`src/rtl/scoreboard_hazard_unit_if.sv`:
```
// Decode/writeback bundle between the decode stage (master) and the scoreboard
// hazard unit (slave).
interface scoreboard_hazard_unit_if #(
  parameter int REG_ADDR_WIDTH = 5,
  parameter int NUM_WB_PORTS   = 2
);
  logic                                   dec_valid;
  logic [REG_ADDR_WIDTH-1:0]              dec_rs1_addr;
  logic [REG_ADDR_WIDTH-1:0]              dec_rs2_addr;
  logic [REG_ADDR_WIDTH-1:0]              dec_rd_addr;
  logic                                   dec_rd_write;
  logic [1:0]                             dec_op1_type;
  logic [1:0]                             dec_op2_type;
  logic                                   dec_is_store;
  logic [NUM_WB_PORTS-1:0]                wb_valid;
  logic [NUM_WB_PORTS*REG_ADDR_WIDTH-1:0] wb_rd_addr;
  logic                                   is_data_hazard;
  logic                                   issue_fire;

  modport master (
    output dec_valid, dec_rs1_addr, dec_rs2_addr, dec_rd_addr, dec_rd_write,
           dec_op1_type, dec_op2_type, dec_is_store, wb_valid, wb_rd_addr,
    input  is_data_hazard, issue_fire
  );

  modport slave (
    input  dec_valid, dec_rs1_addr, dec_rs2_addr, dec_rd_addr, dec_rd_write,
           dec_op1_type, dec_op2_type, dec_is_store, wb_valid, wb_rd_addr,
    output is_data_hazard, issue_fire
  );
endinterface

```
`src/rtl/scoreboard_hazard_unit.sv`:
```
// Per-register outstanding-write scoreboard driving the decode-stage stall,
// with optional writeback bypass, WAW depth limit, flush and stall statistics.
module scoreboard_hazard_unit #(
  parameter int NUM_REGS        = 32,
  parameter int REG_ADDR_WIDTH  = 5,
  parameter int NUM_WB_PORTS    = 2,
  parameter int CNT_WIDTH       = 2,
  parameter bit BYPASS_WB       = 1'b1,
  parameter int STALL_CNT_WIDTH = 32
) (
  input  logic                       clk,
  input  logic                       rst,
  scoreboard_hazard_unit_if.slave    bus,
  input  logic                       flush,
  output logic                       pending_any,
  output logic                       wb_underflow_err,
  output logic [STALL_CNT_WIDTH-1:0] stall_count
);

  localparam logic [1:0] OP_TYPE_REG = 2'd0;
  localparam int WB_CNT_WIDTH = $clog2(NUM_WB_PORTS + 1);
  localparam logic [CNT_WIDTH-1:0] CNT_MAX = '1;

  logic [CNT_WIDTH-1:0]      cnt      [NUM_REGS];
  logic [CNT_WIDTH-1:0]      cnt_next [NUM_REGS];
  logic [REG_ADDR_WIDTH-1:0] wb_addr  [NUM_WB_PORTS];
  logic [NUM_WB_PORTS-1:0]   wb_vld;
  logic                      rs1_used, rs2_used, rs1_busy, rs2_busy, waw_full;
  logic                      hazard, fire, underflow;

  assign wb_vld = bus.wb_valid;
  for (genvar p = 0; p < NUM_WB_PORTS; p++) begin : g_wb_addr
    assign wb_addr[p] = bus.wb_rd_addr[p*REG_ADDR_WIDTH +: REG_ADDR_WIDTH];
  end

  // Writebacks addressed to register 0 never count, so r0 can never underflow.
  function automatic logic [WB_CNT_WIDTH-1:0] wb_hits(input logic [REG_ADDR_WIDTH-1:0] addr);
    wb_hits = '0;
    if (addr != '0) begin
      for (int p = 0; p < NUM_WB_PORTS; p++) begin
        if (wb_vld[p] && wb_addr[p] == addr) wb_hits = wb_hits + WB_CNT_WIDTH'(1);
      end
    end
  endfunction

  function automatic logic [CNT_WIDTH-1:0] cnt_at(input logic [REG_ADDR_WIDTH-1:0] addr);
    cnt_at = (int'(addr) < NUM_REGS) ? cnt[addr] : '0;
  endfunction

  function automatic logic src_busy(input logic [REG_ADDR_WIDTH-1:0] addr);
    logic [CNT_WIDTH-1:0] c;
    c = cnt_at(addr);
    if (c == '0)                                    src_busy = 1'b0;
    else if (BYPASS_WB && int'(c) == int'(wb_hits(addr))) src_busy = 1'b0;
    else                                            src_busy = 1'b1;
  endfunction

  always_comb begin
    rs1_used = (bus.dec_op1_type == OP_TYPE_REG);
    rs2_used = (bus.dec_op2_type == OP_TYPE_REG) || bus.dec_is_store;
    rs1_busy = src_busy(bus.dec_rs1_addr);
    rs2_busy = src_busy(bus.dec_rs2_addr);
    // Same-cycle writebacks deliberately do not relieve a full WAW counter.
    waw_full = bus.dec_rd_write && (bus.dec_rd_addr != '0) &&
               (cnt_at(bus.dec_rd_addr) == CNT_MAX);
    hazard   = bus.dec_valid &&
               ((rs1_used && rs1_busy) || (rs2_used && rs2_busy) || waw_full);
    fire     = bus.dec_valid && !hazard && !flush;
    bus.is_data_hazard = hazard;
    bus.issue_fire     = fire;
  end

  // NOTE: every variable gets a default before any branch, so no latch is inferred.
  always_comb begin
    int total;
    total     = 0;
    underflow = 1'b0;
    for (int r = 0; r < NUM_REGS; r++) cnt_next[r] = '0;
    if (!flush) begin
      for (int r = 1; r < NUM_REGS; r++) begin
        total = int'(cnt[r]) - int'(wb_hits(REG_ADDR_WIDTH'(r)));
        if (fire && bus.dec_rd_write && int'(bus.dec_rd_addr) == r) total = total + 1;
        if (total < 0) begin
          underflow   = 1'b1;
          cnt_next[r] = '0;
        end else begin
          cnt_next[r] = CNT_WIDTH'(total);
        end
      end
    end
  end

  always_comb begin
    pending_any = 1'b0;
    for (int r = 0; r < NUM_REGS; r++) pending_any = pending_any | (cnt[r] != '0);
  end

  // NOTE: non-blocking assignments keep every register updating from pre-edge values.
  always_ff @(posedge clk) begin
    if (rst) begin
      // NOTE: the counter array is control state, not a data RAM, so it must be reset.
      for (int r = 0; r < NUM_REGS; r++) cnt[r] <= '0;
      wb_underflow_err <= 1'b0;
      stall_count      <= '0;
    end else begin
      for (int r = 0; r < NUM_REGS; r++) cnt[r] <= cnt_next[r];
      if (underflow) wb_underflow_err <= 1'b1;
      if (hazard && !flush && stall_count != '1)
        stall_count <= stall_count + STALL_CNT_WIDTH'(1);
    end
  end

endmodule

```
`src/flat_wrapper.sv`:
```
// flat-port wrapper written by rule: the top's interface ports become plain ports
module scoreboard_hazard_unit_flat 
#(
  parameter int NUM_REGS        = 32,
  parameter int REG_ADDR_WIDTH  = 5,
  parameter int NUM_WB_PORTS    = 2,
  parameter int CNT_WIDTH       = 2,
  parameter bit BYPASS_WB       = 1'b1,
  parameter int STALL_CNT_WIDTH = 32
)
  (clk, rst, flush, pending_any, wb_underflow_err, stall_count, bus_dec_valid, bus_dec_rs1_addr, bus_dec_rs2_addr, bus_dec_rd_addr, bus_dec_rd_write, bus_dec_op1_type, bus_dec_op2_type, bus_dec_is_store, bus_wb_valid, bus_wb_rd_addr, bus_is_data_hazard, bus_issue_fire);
  scoreboard_hazard_unit_if #(.REG_ADDR_WIDTH(REG_ADDR_WIDTH), .NUM_WB_PORTS(NUM_WB_PORTS)) bus_i ();
  input  logic clk;
  input  logic rst;
  input  logic flush;
  output logic pending_any;
  output logic wb_underflow_err;
  output logic [STALL_CNT_WIDTH-1:0] stall_count;
  input wire logic [$bits(bus_i.dec_valid)-1:0] bus_dec_valid;
  input wire logic [$bits(bus_i.dec_rs1_addr)-1:0] bus_dec_rs1_addr;
  input wire logic [$bits(bus_i.dec_rs2_addr)-1:0] bus_dec_rs2_addr;
  input wire logic [$bits(bus_i.dec_rd_addr)-1:0] bus_dec_rd_addr;
  input wire logic [$bits(bus_i.dec_rd_write)-1:0] bus_dec_rd_write;
  input wire logic [$bits(bus_i.dec_op1_type)-1:0] bus_dec_op1_type;
  input wire logic [$bits(bus_i.dec_op2_type)-1:0] bus_dec_op2_type;
  input wire logic [$bits(bus_i.dec_is_store)-1:0] bus_dec_is_store;
  input wire logic [$bits(bus_i.wb_valid)-1:0] bus_wb_valid;
  input wire logic [$bits(bus_i.wb_rd_addr)-1:0] bus_wb_rd_addr;
  output wire logic [$bits(bus_i.is_data_hazard)-1:0] bus_is_data_hazard;
  output wire logic [$bits(bus_i.issue_fire)-1:0] bus_issue_fire;
  assign bus_i.dec_valid = bus_dec_valid;
  assign bus_i.dec_rs1_addr = bus_dec_rs1_addr;
  assign bus_i.dec_rs2_addr = bus_dec_rs2_addr;
  assign bus_i.dec_rd_addr = bus_dec_rd_addr;
  assign bus_i.dec_rd_write = bus_dec_rd_write;
  assign bus_i.dec_op1_type = bus_dec_op1_type;
  assign bus_i.dec_op2_type = bus_dec_op2_type;
  assign bus_i.dec_is_store = bus_dec_is_store;
  assign bus_i.wb_valid = bus_wb_valid;
  assign bus_i.wb_rd_addr = bus_wb_rd_addr;
  assign bus_is_data_hazard = bus_i.is_data_hazard;
  assign bus_issue_fire = bus_i.issue_fire;
  scoreboard_hazard_unit #(.NUM_REGS(NUM_REGS), .REG_ADDR_WIDTH(REG_ADDR_WIDTH), .NUM_WB_PORTS(NUM_WB_PORTS), .CNT_WIDTH(CNT_WIDTH), .BYPASS_WB(BYPASS_WB), .STALL_CNT_WIDTH(STALL_CNT_WIDTH)) u_core (.clk(clk), .rst(rst), .bus(bus_i), .flush(flush), .pending_any(pending_any), .wb_underflow_err(wb_underflow_err), .stall_count(stall_count));
endmodule
```
`config.mk`:
```
export PLATFORM = sky130hd
export DESIGN_NAME = scoreboard_hazard_unit_flat
export DESIGN_NICKNAME = d
export VERILOG_FILES = /design/src/rtl/scoreboard_hazard_unit_if.sv /design/src/rtl/scoreboard_hazard_unit.sv /design/src/flat_wrapper.sv
export SDC_FILE = /design/constraint.sdc
export NUM_CORES = 1
export LEC_CHECK = 0
export ABC_AREA = 1
export CORE_MARGIN = 8
export CORE_UTILIZATION = 50
export CTS_CLUSTER_SIZE = 30
export DETAILED_ROUTE_END_ITERATION = 12
export DONT_BUFFER_PORTS = 1
export MAX_ROUTING_LAYER = met4
export PLACE_DENSITY = 0.64
export SLEW_MARGIN = 20
export SYNTH_ARGS = -nofsm -noshare
export SYNTH_HDL_FRONTEND = slang
export SYNTH_SLANG_ARGS = --single-unit
```
`constraint.sdc`:
```
create_clock -name clk -period 3.06 [get_ports clk]
set_input_delay 0.153 -clock clk [delete_from_list [all_inputs] [get_ports clk]]
set_output_delay 0.153 -clock clk [all_outputs]
set_load 0.01 [all_outputs]
```
== Word-level counts from Yosys, hierarchy flattened ==
Memories as Yosys holds them, arrays and structs flattened.
Index checks and enable logic that the tools add are counted.

* Flip-flop bits (word level): 33
* Latch bits: 0
* RAM bits: 64
* Bits in read-only memories: 0
* Input bits: 37
* Memories: 1

* Add/subtract/negate cells: 96
* $mul: 0
* Div/mod/pow operators: 0
* $lt $le $gt $ge: 31
* Equal/unequal tests: 101
* Shift operators: 0
* Muxes and demuxes: 301
* Bitwise operators: 63
* Reduce and logical (&&, ||, !) cells: 151

{| class="wikitable"
|+ Memory list
! memory !! depth !! bits a word !! rd ports !! clocked after Yosys merged registers in !! wr ports !! RTL line !! text
|-
| u_core.cnt || 32 || 2 || 35 || 0 || 32 || scoreboard_hazard_unit.sv:24 || <nowiki>logic [CNT_WIDTH-1:0] cnt [NUM_REGS];</nowiki>
|}

{| class="wikitable"
|+ Operators by type and width
! cell !! number
|-
| $mux 32 || 62
|-
| $add 32x2->32 const B || 31
|-
| $lt 32x1->1 const B || 31
|-
| $mux 2 || 166
|-
| $eq 5x5->1 const B || 48
|-
| $eq 5x4->1 const B || 24
|-
| $logic_and 1x1->1 || 107
|-
| $sub 2x2->3 || 31
|-
| $mux 1 || 72
|-
| $add 2x1->2 const B || 33
|-
| $reduce_bool 2->1 || 32
|-
| $or 1x1->1 || 63
|-
| $mux 62 || 1
|-
| $eq 5x3->1 const B || 12
|-
| $add 32x1->32 const B || 1
|-
| $ne 32x32->1 const B || 1
|-
| $eq 5x2->1 const B || 6
|-
| $eq 5x5->1 || 4
|-
| $eq 5x1->1 const B || 3
|-
| $reduce_bool 5->1 || 3
|-
| $logic_not 2->1 || 4
|-
| $eq 2x2->1 || 2
|-
| $logic_or 1x1->1 || 3
|-
| $eq 2x2->1 const B || 1
|-
| $logic_not 1->1 || 2
|}

== Logic depth before layout (Yosys ltp) ==
Gate-level depths: netlist of run 1.

* Depth in word-level cells: 56
* Gate-level depth with buffers: 29

== Least setup slack after synthesis of run 1 ==
No wires, ideal clock.

* Kind: input port to flip-flop
* From: in bus_dec_rs1_addr[0]
* To: reg u_core.wb_underflow_err
* Library setup time: 112 ps
* Arrival: 2727 ps
* Slack: 220 ps
* Stages on the path: 23
* Cell sequence: buf_6 buf_2 a221oi_1 nand4_1 a2111oi_0 ha_1 nand2_1 nand2_1 nand2_1 nand2_1 nand2_1 nand3_2 nor2_4 buf_6 nand3_1 o21ai_1 nand2_1 nor2_1 nand2_1 nor2_1 nand2_1 nand2_1 nand2_1

* Longest elaborated chain between the ends: 56

{| class="wikitable"
|+ Ends and longest elaborated chain
! element !! RTL line !! text
|-
| start: declaration || flat_wrapper.sv:20 || <nowiki>input wire logic [$bits(bus_i.dec_rs1_addr)-1:0] bus_dec_rs1_addr;</nowiki>
|-
| $eq 5x5->1 || scoreboard_hazard_unit.sv:41 || <nowiki>if (wb_vld[p] && wb_addr[p] == addr) wb_hits = wb_hits + WB_CNT_WIDTH'(1);</nowiki>
|-
| $logic_and 1x1->1 || scoreboard_hazard_unit.sv:41 ||
|-
| $mux 1 || scoreboard_hazard_unit.sv:41 ||
|-
| $mux 2 || scoreboard_hazard_unit.sv:39 || <nowiki>if (addr != '0) begin</nowiki>
|-
| $mux 2 || scoreboard_hazard_unit.sv:53 || <nowiki>if (c == '0) src_busy = 1'b0;</nowiki>
|-
| $add 2x1->2 || scoreboard_hazard_unit.sv:41 ||
|-
| $mux 2 || scoreboard_hazard_unit.sv:41 ||
|-
| $mux 2 || scoreboard_hazard_unit.sv:39 ||
|-
| [... 11 more ...] || n/a ||
|-
| $logic_and 1x1->1 * || scoreboard_hazard_unit.sv:82 || <nowiki>if (fire && bus.dec_rd_write && int'(bus.dec_rd_addr) == r) total = total + 1;</nowiki>
|-
| $logic_and 1x1->1 || scoreboard_hazard_unit.sv:82 ||
|-
| $mux 32 || scoreboard_hazard_unit.sv:82 ||
|-
| $mux 32 || scoreboard_hazard_unit.sv:79 || <nowiki>if (!flush) begin</nowiki>
|-
| $lt 32x1->1 || scoreboard_hazard_unit.sv:83 || <nowiki>if (total < 0) begin</nowiki>
|-
| $mux 1 (30 in series) || scoreboard_hazard_unit.sv:83 ||
|-
| $mux 1 * || scoreboard_hazard_unit.sv:83 ||
|-
| $mux 1 * || scoreboard_hazard_unit.sv:79 ||
|-
| end signal: assignment || scoreboard_hazard_unit.sv:103 || <nowiki>wb_underflow_err <= 1'b0;</nowiki>
|-
| end signal: assignment || scoreboard_hazard_unit.sv:107 || <nowiki>if (underflow) wb_underflow_err <= 1'b1;</nowiki>
|-
| end: declaration || scoreboard_hazard_unit.sv:16 || <nowiki>output logic wb_underflow_err,</nowiki>
|}

Mark *: on every way between the ends. The rest lies on a longest branch, timed or not. The select of a mux whose other input is x is not followed.
A chain may end at the register's enable or synchronous reset.

==> summary.md, run 1 <==
| Metric | Value |
|---|---|
| Outcome | `finished clean` |
| DR WL met3 | `4.200 mm` |
| Reg area | `1906 µm²` |
| Worst path arrival time | `3230 ps` |
| Tmin final | `2961 ps` |
| CTS sink count | `95` |
| Number of distinct library cells after synthesis | `46` |
| Pre-CTS WS | `-472.3 ps` |
| Num rows | `51` |
| Initial DRC Count | `1,281` |
| Routed length on met1 | `15.83 mm` |
| Area of the multi-input gates | `6765 µm²` |
| Clk root buf | `clkbuf_16` |
| Die H | `155.6 µm` |
| Area contributors post-synth | `dfxtp_1 (20%), nand2_1 (15%), inv_1 (9.5%), ha_1 (8.3%), nor2_1 (7.5%)` |
| Achievable frequency | `0.3377 GHz` |
| Placer Congestion | `1.093` |
| Max_slew headroom | `53.41%` |
| Clock-pin slew on the worst setup and hold paths | `80 ps` |
| Vias in the first global route | `10,580` |
| Port buffer count | `0` |
| Final wirelength | `37.89 mm` |
| Post-synthesis sequential area ratio | `19.50%` |
| Clock Skew | `13.74 ps` |
| Final setup vio count | `0` |
| Post-route DRC | `0` |
| Static leakage | `5.292 nW` |
| CP startpoint kind | `flop` |
| CTS max path bufs | `2` |
| Total die area | `24,230 µm²` |
| Vias post-DR | `11,230` |
| DR pass1 iterations | `6` |
| Total number of yosys warnings | `0` |
| Vias/cell | `5.701` |
| GRT Total Usage | `31.57%` |
| Met2 wire len | `16.60 mm` |
| Critical path class | `reg -> reg` |
| Final nets | `1,832` |
| Mapped Nets | `1,708` |
| Fin crit share | `96.77%` |
| Count of antenna diodes in the layout | `0` |
| Highest-count cells in the layout ignoring fill and taps | `nand2_1 (368), inv_1 (242), nor2_1 (184)` |
| Most common cell after layout, fill and taps aside | `nand2_1` |
| Clock latency on the worst-skew pair | `370 ps` |
| Post-DP HPWL | `29.60 mm` |
| Critical path peak fanout | `7` |
| Effective utilization at floorplan | `50.60%` |
| Setup WS post-layout | `98.89 ps` |
| Register bit total from synthesis | `95` |
| RSZ-0062 raised after global routing | `true` |
| Core area | `19,270 µm²` |
| Syn Inst Count | `1,575` |
| Slew @ Worst Pin | `692.4 ps` |
| Synthesis-to-layout area growth | `20.13%` |
| First-pass GRT wire length | `57.84 mm` |
| Antenna-violating nets left | `0` |
| Async set-reset flop share out of synthesis | `0%` |
| DR WL/cell | `19.24 µm` |
| Setup TNS | `0 ps` |
| Fraction of layout cells with a size suffix above 1 | `16.14%` |
| Cell area after synthesis | `9751 µm²` |
| Slew Limit Fails | `0` |
| Post-synth top flop | `dfxtp_1` |
| VDD IR-drop max | `0.2566 mV` |
| IO Pins | `73` |
| WP data required | `3320 ps` |
| Top cell type's share of synthesized area | `19.50%` |
| TritonCTS clock tree | `built` |
| Largest net degree at the start of global routing | `40` |
| Top layer in use | `met4` |
| Post-synth EDFFs | `0` |
| Synth area leader | `dfxtp_1` |
| Power per Cell Area | `267.7 nW/µm²` |
| TritonCTS buffer count | `9` |
| Fin util | `60.78%` |
| Worst Setup End Kind | `flop` |
| H-tree depth | `3` |
| Initial antenna violation count | `0` |
| Hold WC Path Type | `in -> reg` |
| Fillers | `1,917` |
| Mapped Avg Cell Area | `6.191 µm²` |
| GRT Residual Overflow | `0` |
| Max Cap Violations | `0` |
| Fin. Hold Viols | `0` |
| Chip Width | `155.6 µm` |
==> path summary, 6_finish.rpt <==
| path | from | end | slack, ps | cells past startpoint |
|---|---|---|---|---|
| max | u_core.cnt[23][1] | u_core.stall_count[23] | 100 | 26 |
| max reg2reg | u_core.cnt[23][1] | u_core.stall_count[23] | 100 | 26 |
| min | bus_dec_rd_addr[4] | u_core.cnt[1][0] | 20 | 5 |
| min reg2reg | u_core.stall_count[16] | u_core.stall_count[16] | 540 | 2 |
==> power breakdown <==
part | internal [mW] | switching [mW] | total (mW)
Clock | 0.587 | 0.620 | 1.21
Combinational | 0.258 | 0.411 | 0.669
Sequential | 1.25 | 0.0119 | 1.26
Total | 2.09 | 1.04 | 3.14
==> registers in the layout, indices dropped and copies added, names as in the netlist <==
signal	cells
u_core.wb_underflow_err	1
u_core.stall_count	32
u_core.cnt	62
==> metrics by stage <==
| stage | std cells | power, mW | hold WS [ps] | instance area [µm²] |
|---|---|---|---|---|
| 4_1_cts | 1965 | 3.097 | 13.11 | 11430 |
| 3_5_place_dp | 1948 | 1.898 | 228.1 | 11100 |
| 6_report | 1969 | 3.136 | 20.00 | 11710 |
| 2_1_floorplan | 1575 | 1.695 | 307.6 | 9751 |
| 5_1_grt | 1969 | 3.242 | 49.03 | 11710 |
| 3_3_place_gp | 1948 | 1.897 | 226.6 | 11100 |
==> synth_stat cells (11+ instances only) <==
cell type  number
nor3_1         46
inv_1         247
nor3b_1        26
nand2_1       379
buf_2          14
fa_1           31
o21ai_0        38
ha_1           65
a21oi_1        65
nor2_1        195
buf_4          11
nand3b_1       20
inv_2          13
nand3_1       101
clkbuf_1       19
dfxtp_1        95
nand4_1        35
nor4_1         20
o21ai_1        27
o21a_1         23
o22ai_1        33
==> area by class of cell <==
| type | count | area share, % |
|---|---|---|
| clock buffer | 9 | 1.923 |
| clock inverter | 7 | 0.7370 |
| inverter | 262 | 8.449 |
| multi-input combinational | 1167 | 57.75 |
| sequential | 95 | 16.27 |
| tap | 265 | 2.831 |
| timing repair buffer | 164 | 12.04 |
==> repair_timing <==
item,4_1_cts,5_1_grt
endpoints found under the hold margin,13,0
endpoints found under the setup margin,1,50
setup buffers,0,3
pin swaps,0,16
cloned,0,2
resized for setup,5,68
hold buffers,1,0
==> cells by family after synthesis <==
| kind of cell | share of synthesized area (%) |
|---|---|
| compound gates | 12.52 |
| xor+xnor | 1.078 |
| fa+ha+maj | 14.71 |
| buf+inv | 13.23 |
| flops | 19.50 |
| simple gates | 38.96 |
==> worst max-delay path, stage by stage, from the launching register on <==
cell,delay [ps]
dfxtp_2,340
inv_1,70
buf_4,120
nand2_1,50
nand3_1,70
nand2_1,80
nand2_1,60
nand2_1,60
nor2_2,170
nand2_2,70
nand2_2,80
nand2_1,70
nand2_1,60
nand2_1,60
nand2_1,80
nand2_2,60
nand3_4,90
buf_4,130
nand2_2,70
a21oi_4,220
nand3b_4,120
nor2_4,110
nand2_2,80
nor2_4,220
nand2_2,80
o21ai_1,170
nor2_1,60
==> metal layers <==
metal | vias to the layer above | GRT usage (%)
met1 | 5153 | 39.91
met2 | 615 | 47.93
met5 | - | -
li1 | 5368 | -
met4 | 0 | 11.41
met3 | 90 | 8.089
No activity file was read; power rests on OpenSTA's default activity.
==> run 2: changes to the inputs <==
CTS_BUF_LIST = sky130_fd_sc_hd__clkbuf_16   (was unset)
clock period = 3.2 ns   (was 3.06 ns; I/O delays follow)
==> run 2 against run 1 <==
Effect of this change:
- cell count is 3.2% lower
- wire length is 4.8% lower
- global-route usage is 1.3 points lower
- sequential power is 5% lower
- critical endpoint is now u_core.wb_underflow_err
- critical path type unchanged
- largest power group unchanged
==> summary.md, run 2 (same netlist as run 1, synthesis figures left out) <==
| Metric | Value |
|---|---|
| CTS max path bufs | `2 (unchanged)` |
| Worst r2r dst | `u_core.wb_underflow_err` |
| Final nets | `1,769 (-3.4%)` |
| Vias post-DR | `10,790 (-3.9%)` |
| Worst Setup End Kind | `flop` |
| Antenna-violating nets left | `0 (unchanged)` |
| Worst hold endpoint | `u_core.cnt[1][0]` |
| Synthesis-to-layout area growth | `13.64%` |
| Num rows | `51 (unchanged)` |
| Tmin final | `3128 ps (+167.3 ps)` |
| DP Area | `10,500 µm² (-5.4%)` |
| Clock-pin slew on the worst setup and hold paths | `80 ps (about the same)` |
| Initial antenna violation count | `0 (unchanged)` |
| GRT Residual Overflow | `0 (unchanged)` |
| DR pass1 iterations | `5 (-1)` |
| Slew @ Worst Pin | `635.0 ps (-57.38 ps)` |
| Count of antenna diodes in the layout | `0 (unchanged)` |
| Achievable frequency | `0.3197 GHz (-5.3%)` |
| Fin util | `57.50% (-3.3 points)` |
| Post-DP HPWL | `28.08 mm (-5.1%)` |
| Largest net degree at the start of global routing | `40 (unchanged)` |
| Vias/cell | `5.663 (-0.68%)` |
| GRT Total Usage | `30.26% (-1.3 points)` |
| TritonCTS buffer count | `9 (unchanged)` |
| Hold WC Path Type | `in -> reg` |
| Final setup vio count | `0 (unchanged)` |
| DR WL/cell | `18.93 µm (-1.6%)` |
| Worst R2R Start | `u_core.cnt[3][0]` |
| IO Pins | `73 (unchanged)` |
| Post-route DRC | `0 (unchanged)` |
| Die H | `155.6 µm (unchanged)` |
| WP data required | `3460 ps (+140 ps)` |
| Total die area | `24,230 µm² (unchanged)` |
| VDD IR-drop max | `0.2541 mV (-0.97%)` |
| Outcome | `finished clean` |
| FF-to-FF setup slack | `70 ps (-30 ps)` |
| Final wirelength | `36.08 mm (-4.8%)` |
| Worst hold slack | `26.43 ps (+6.423 ps)` |
| CP startpoint kind | `flop` |
| Setup TNS | `0 ps (unchanged)` |
| Static leakage | `4.961 nW (-6.3%)` |
| Max Cap Violations | `0 (unchanged)` |
| Pre-CTS WS | `-113.5 ps (+358.9 ps)` |
| TritonCTS clock tree | `built` |
| Power per Cell Area | `268.5 nW/µm² (+0.30%)` |
| First-pass GRT wire length | `55.81 mm (-3.5%)` |
| Port buffer count | `0 (unchanged)` |
| Reg2reg path depth | `26 (unchanged)` |
| Largest register FFs | `62 (unchanged)` |
| Core area | `19,270 µm² (unchanged)` |
| Critical path peak fanout | `7 (unchanged)` |
| Final non-filler cell area | `11,080 µm² (-5.4%)` |
| CTS sink count | `95 (unchanged)` |
| Clk root buf | `clkbuf_16` |
| Initial DRC Count | `1,103 (-14%)` |
| Chip Width | `155.6 µm (unchanged)` |
| Reg with most FFs | `u_core.cnt` |
| Fin crit share | `97.76% (+0.99 points)` |
| Placer Congestion | `1.085 (-0.73%)` |
| H-tree depth | `3 (unchanged)` |
| Setup WS post-layout | `71.63 ps (-27.26 ps)` |
| Hold path cells | `5 (unchanged)` |
| Worst path arrival time | `3390 ps (+160 ps)` |
| Hold Crit Start | `bus_dec_rd_addr[4]` |
| Slew Limit Fails | `0 (unchanged)` |
| Regs by FF count | `u_core.cnt (62), u_core.stall_count (32), u_core.wb_underflow_err (1)` |
| Effective utilization at floorplan | `50.60% (unchanged)` |
| Most common cell after layout, fill and taps aside | `nand2_1` |
| Clock Skew | `15.88 ps (+2.143 ps)` |
| Critical path class | `reg -> reg` |
| Clock latency on the worst-skew pair | `370 ps (about the same)` |
| Fraction of layout cells with a size suffix above 1 | `13.22% (-2.9 points)` |
| Fin. Hold Viols | `0 (unchanged)` |
| Max_slew headroom | `57.27% (+3.9 points)` |
| Highest-count cells in the layout ignoring fill and taps | `nand2_1 (374), inv_1 (228), nor2_1 (187)` |
| Vias in the first global route | `10,250 (-3.1%)` |
==> run 2: cell count changes in the layout (fill, tap and decap cells not counted), sizes merged <==
cell,before,now
inv,264,265
clkinv,5,4
clkbuf,11,10
buf,161,99
==> run 2: through the flow <==
| step | total power [mW] | cells |
|---|---|---|
| finish | 2.975 | 1906 |
| CTS | 2.960 | 1897 |
| floorplan | 1.621 | 1575 |
| global route | 3.090 | 1906 |
| detailed placement | 1.775 | 1880 |
| global placement | 1.772 | 1880 |
==> run 2: cell type report <==
type                       count  area (µm²)
multi-input combinational   1167        6670
tap                          265       331.6
timing repair buffer         101       844.6
fill                        1953        8190
inverter                     262       987.2
clock inverter                 7       96.34
sequential                    95        1926
clock buffer                   9       225.2
==> run 2: worst max-delay path, stage by stage, from the launching register on <==
cell and delay [ps]:
dfxtp_1 360, inv_1 130, nand2_1 80, nand3_1 80, a21oi_1 170, nor2_2 80, nand2_2 90, nand2_2 60
nand2_1 60, nand2_1 50, nand2_1 50, nand2_1 60, nand2_2 90, buf_4 120, nand3_2 100, nor2_4 260
buf_6 180, nand3_2 100, o21ai_2 210, nand2_1 70, nor2_1 100, buf_4 130, nand2_1 90, nor2_1 150
nand2_1 70, nand2_1 60, nand2_1 50
==> run 2: worst max-delay path by stage <==
stage | end | depth (start not counted) | slack [ps] | startpoint
after global routing | u_core.wb_underflow_err | 27 | -30 | u_core.cnt[7][1]
after floorplan | u_core.wb_underflow_err | 23 | 350 | bus_dec_rs1_addr[0]
after detailed placement | u_core.wb_underflow_err | 23 | -110 | bus_dec_rs1_addr[4]
after CTS | u_core.wb_underflow_err | 25 | 5 | u_core.cnt[22][1]
after global placement | u_core.wb_underflow_err | 24 | -80 | bus_dec_rs1_addr[4]
final | u_core.wb_underflow_err | 26 | 70 | u_core.cnt[3][0]
==> run 2: power by group <==
group          switching [mW]  total [mW]  leakage [nW]  internal, mW
Clock                   0.612        1.19         0.156         0.574
Combinational           0.376       0.586          4.03         0.211
Sequential             0.0120        1.20         0.774          1.19
Total                   0.999        2.98          4.96          1.98
==> run 2: metal layers <==
metal	GRT usage, %	up-vias	share of wire, %
met1	38.59	4910	42
met2	44.80	537	42
li1	-	5244	-
met4	13.72	0	4.5
met5	-	-	0
met3	7.036	102	11
==> run 2: timing repair <==
action / 4_1_cts / 5_1_grt
resized for setup: 0 / 78
endpoints found under the hold margin: 13 / 0
hold buffers: 1 / 0
endpoints found under the setup margin: 0 / 37
setup buffers: 0 / 8
==> run 3: changes to the inputs <==
BUFFER_PORTS_ARGS = -buffer_cell sky130_fd_sc_hd__buf_2   (was unset)
CORE_MARGIN = 2   (was 8)
DONT_BUFFER_PORTS = unset   (was 1)
PLACE_DENSITY = 0.67   (was 0.64)
==> run 3 against run 2 <==
Effect of this change:
- first-iteration DRC count is 5.9% higher
- sequential share of layout area decreased by 1.3 points
- largest cell class unchanged
- highest routed layer unchanged
- non-clock buffer count increased by 133
- clock power is essentially flat
- hold slack gained 170 ps
- via count is 6.4% higher
- wire length is 0.94% higher
==> summary.md, run 3 (same netlist as run 1, synthesis figures left out) <==
| Metric | Value |
|---|---|
| Initial antenna violation count | `0 (unchanged)` |
| Internal power | `2.103 mW (+6.4%)` |
| Hold-fix buffers, CTS | `0 (-1)` |
| Largest register FFs | `62 (unchanged)` |
| Max Cap Violations | `0 (unchanged)` |
| Placer Congestion | `1.022 (-5.8%)` |
| Clock Power Share | `38.7% (-1.1 points)` |
| Clk root buf | `clkbuf_16` |
| GRT Residual Overflow | `0 (unchanged)` |
| Vias/cell | `5.634 (-0.51%)` |
| Fillers | `1,935 (-0.92%)` |
| Antenna-violating nets left | `0 (unchanged)` |
| Critical path class | `reg -> reg` |
| Flop pwr share | `38.1% (-2.4 points)` |
| Worst r2r dst | `u_core.wb_underflow_err` |
| Tmin final | `3003 ps (-124.9 ps)` |
| TritonCTS buffer count | `9 (unchanged)` |
| Final non-filler cell area | `11,950 µm² (+7.9%)` |
| DR pass1 iterations | `6 (+1)` |
| WP data required | `3460 ps (about the same)` |
| Slew Limit Fails | `0 (unchanged)` |
| CTS max path bufs | `2 (unchanged)` |
| Power per Cell Area | `264.5 nW/µm² (-1.5%)` |
| Outcome | `finished clean` |
| IO Pins | `73 (unchanged)` |
| FF-to-FF setup slack | `200 ps (+120 ps)` |
| Clock-pin slew on the worst setup and hold paths | `90 ps (about the same)` |
| Highest-count cells in the layout ignoring fill and taps | `nand2_1 (374), inv_1 (236), nor2_1 (185)` |
| Max_slew headroom | `57.96% (+0.69 points)` |
| Sw Ratio | `33.49% (-0.092 points)` |
| First-pass GRT wire length | `56.95 mm (+2.1%)` |
| Port buffer count | `72 (+72)` |
| Fraction of layout cells with a size suffix above 1 | `18.83% (+5.6 points)` |
| VDD IR-drop max | `0.2351 mV (-7.5%)` |
| Worst R2R Start | `u_core.cnt[31][1]` |
| Fin util | `62.03% (+4.5 points)` |
| Core area | `19,270 µm² (unchanged)` |
| Clock Skew | `13.20 ps (-2.687 ps)` |
| Post-route DRC | `0 (unchanged)` |
| CTS sink count | `95 (unchanged)` |
| Initial DRC Count | `1,168 (+5.9%)` |
| P_sw | `1.059 mW (+6.0%)` |
| Clock latency on the worst-skew pair | `370 ps (about the same)` |
| Vias in the first global route | `10,550 (+2.9%)` |
| H-tree depth | `3 (unchanged)` |
| Most common cell after layout, fill and taps aside | `nand2_1` |
| Die H | `143.6 µm (-7.7%)` |
| Fin. Hold Viols | `0 (unchanged)` |
| CP startpoint kind | `flop` |
| Final wirelength | `36.42 mm (+0.94%)` |
| Count of antenna diodes in the layout | `0 (unchanged)` |
| Worst Setup End Kind | `flop` |
| Hold Crit Start | `rst` |
| Hold path cells | `2 (-3)` |
| Hold WC Path Type | `in -> reg` |
| Worst hold endpoint | `u_core.stall_count[30]` |
| Effective utilization at floorplan | `50.60% (unchanged)` |
| Critical path peak fanout | `9 (+2)` |
| Final setup vio count | `0 (unchanged)` |
| Worst path arrival time | `3260 ps (-130 ps)` |
| Reg2reg path depth | `25 (-3.8%)` |
| GRT Total Usage | `37.07% (+6.8 points)` |
| DP Area | `11,450 µm² (+9.0%)` |
| Slew @ Worst Pin | `629.9 ps (-5.152 ps)` |
| Total die area | `20,630 µm² (-15%)` |
| Vias post-DR | `11,490 (+6.4%)` |
| Synthesis-to-layout area growth | `22.60%` |
| Combinational fraction of design power | `23.2% (+3.5 points)` |
| Post-DP HPWL | `29.45 mm (+4.9%)` |
| DR WL/cell | `17.86 µm (-5.6%)` |
| Fin crit share | `93.86% (-3.9 points)` |
| Achievable frequency | `0.3330 GHz (+4.2%)` |
| Regs by FF count | `u_core.cnt (62), u_core.stall_count (32), u_core.wb_underflow_err (1)` |
| Reg with most FFs | `u_core.cnt` |
| Final nets | `1,902 (+7.5%)` |
| Num rows | `51 (unchanged)` |
| TritonCTS clock tree | `built` |
| Largest net degree at the start of global routing | `34 (-15%)` |
| Chip Width | `143.6 µm (-7.7%)` |
| Static leakage | `5.619 nW (+13%)` |
[run 3: cell types whose count changed in the layout (fill, tap and decap cells not counted), moves of 4 or more]
| cell | previous run | this run |
|---|---|---|
| buf_12 | 5 | 10 |
| buf_2 | 0 | 72 |
| buf_4 | 93 | 149 |
| dfxtp_1 | 80 | 84 |
| inv_1 | 228 | 236 |
| inv_2 | 32 | 21 |
[run 3: worst max-delay path by stage]
stage	to	slack [ps]	depth (start not counted)	start
2_1_floorplan	u_core.wb_underflow_err	350	23	bus_dec_rs1_addr[0]
3_3_place_gp	u_core.wb_underflow_err	-240	24	bus_dec_rs1_addr[4]
3_5_place_dp	u_core.wb_underflow_err	-250	20	bus_wb_rd_addr[3]
4_1_cts	u_core.wb_underflow_err	10	28	u_core.cnt[6][1]
5_1_grt	u_core.wb_underflow_err	-20	26	u_core.cnt[2][0]
6_report	u_core.wb_underflow_err	200	25	u_core.cnt[31][1]
[run 3: power by group through the flow]
stage	Sequential [mW]	Combinational (mW)	Clock, mW
CTS	1.20	0.702	1.24
global route	1.21	0.794	1.29
floorplan	1.23	0.391	0
detailed placement	1.23	0.698	0
global placement	1.23	0.694	0
finish	1.20	0.735	1.22
[run 3: cell type report]
cell class                      instances  area [µm²]  area share [%]
Clock buffer                            9       225.2           1.884
Inverter                              262       994.7           8.321
Multi-Input combinational cell       1167        6668           55.78
Sequential cell                        95        1918           16.05
Timing Repair Buffer                  234        1717           14.36
Clock inverter                          7       100.1          0.8373
Tap cell                              265       331.6           2.774
[run 3: worst max-delay path: stages (launching register included)]
cell and delay (ps):
dfxtp_1 440, inv_1 140, nand2_1 80, nand3_1 70, nand3_1 90, nand3_1 80
nand2_1 80, nand2_2 80, nand2_1 60, nand2_1 50, nand2_1 50, nand2_1 60
nand2_2 80, buf_4 120, nand3_4 90, nor2_4 150, buf_8 180, nand3_1 120
o21ai_1 190, nand2_1 110, nor2_2 150, nand2_1 130, nor2_1 120, nand2_1 60
nand2_1 50, nand2_1 50
[run 3: metal layers]
metal / up-vias / GRT usage (%) / part of all wire [%]
met5: - / - / 0
met4: 0 / 13.36 / 4.4
met3: 106 / 5.365 / 9.6
met2: 599 / 56.09 / 43
met1: 5296 / 50.50 / 43
li1: 5486 / - / -
[run 3: through the flow]
step | hold WS (ps) | cells | total power [mW] | setup WS (ps) | setup TNS (ps)
floorplan | 314.6 | 1575 | 1.621 | 353.4 | 0
global placement | 470.6 | 2018 | 1.926 | -242.8 | -3068
detailed placement | 474.0 | 2018 | 1.930 | -253.0 | -2939
CTS | 194.8 | 2034 | 3.143 | 12.88 | 0
global route | 207.8 | 2039 | 3.286 | -15.17 | -15.17
finish | 198.7 | 2039 | 3.162 | 196.5 | 0
[run 3: what timing repair did]
action,CTS,global route
gates cloned,0,0
pin swaps,0,8
gates resized for setup,2,64
setup buffers,0,5
setup endpoints to repair,1,44
hold endpoints to repair,0,0
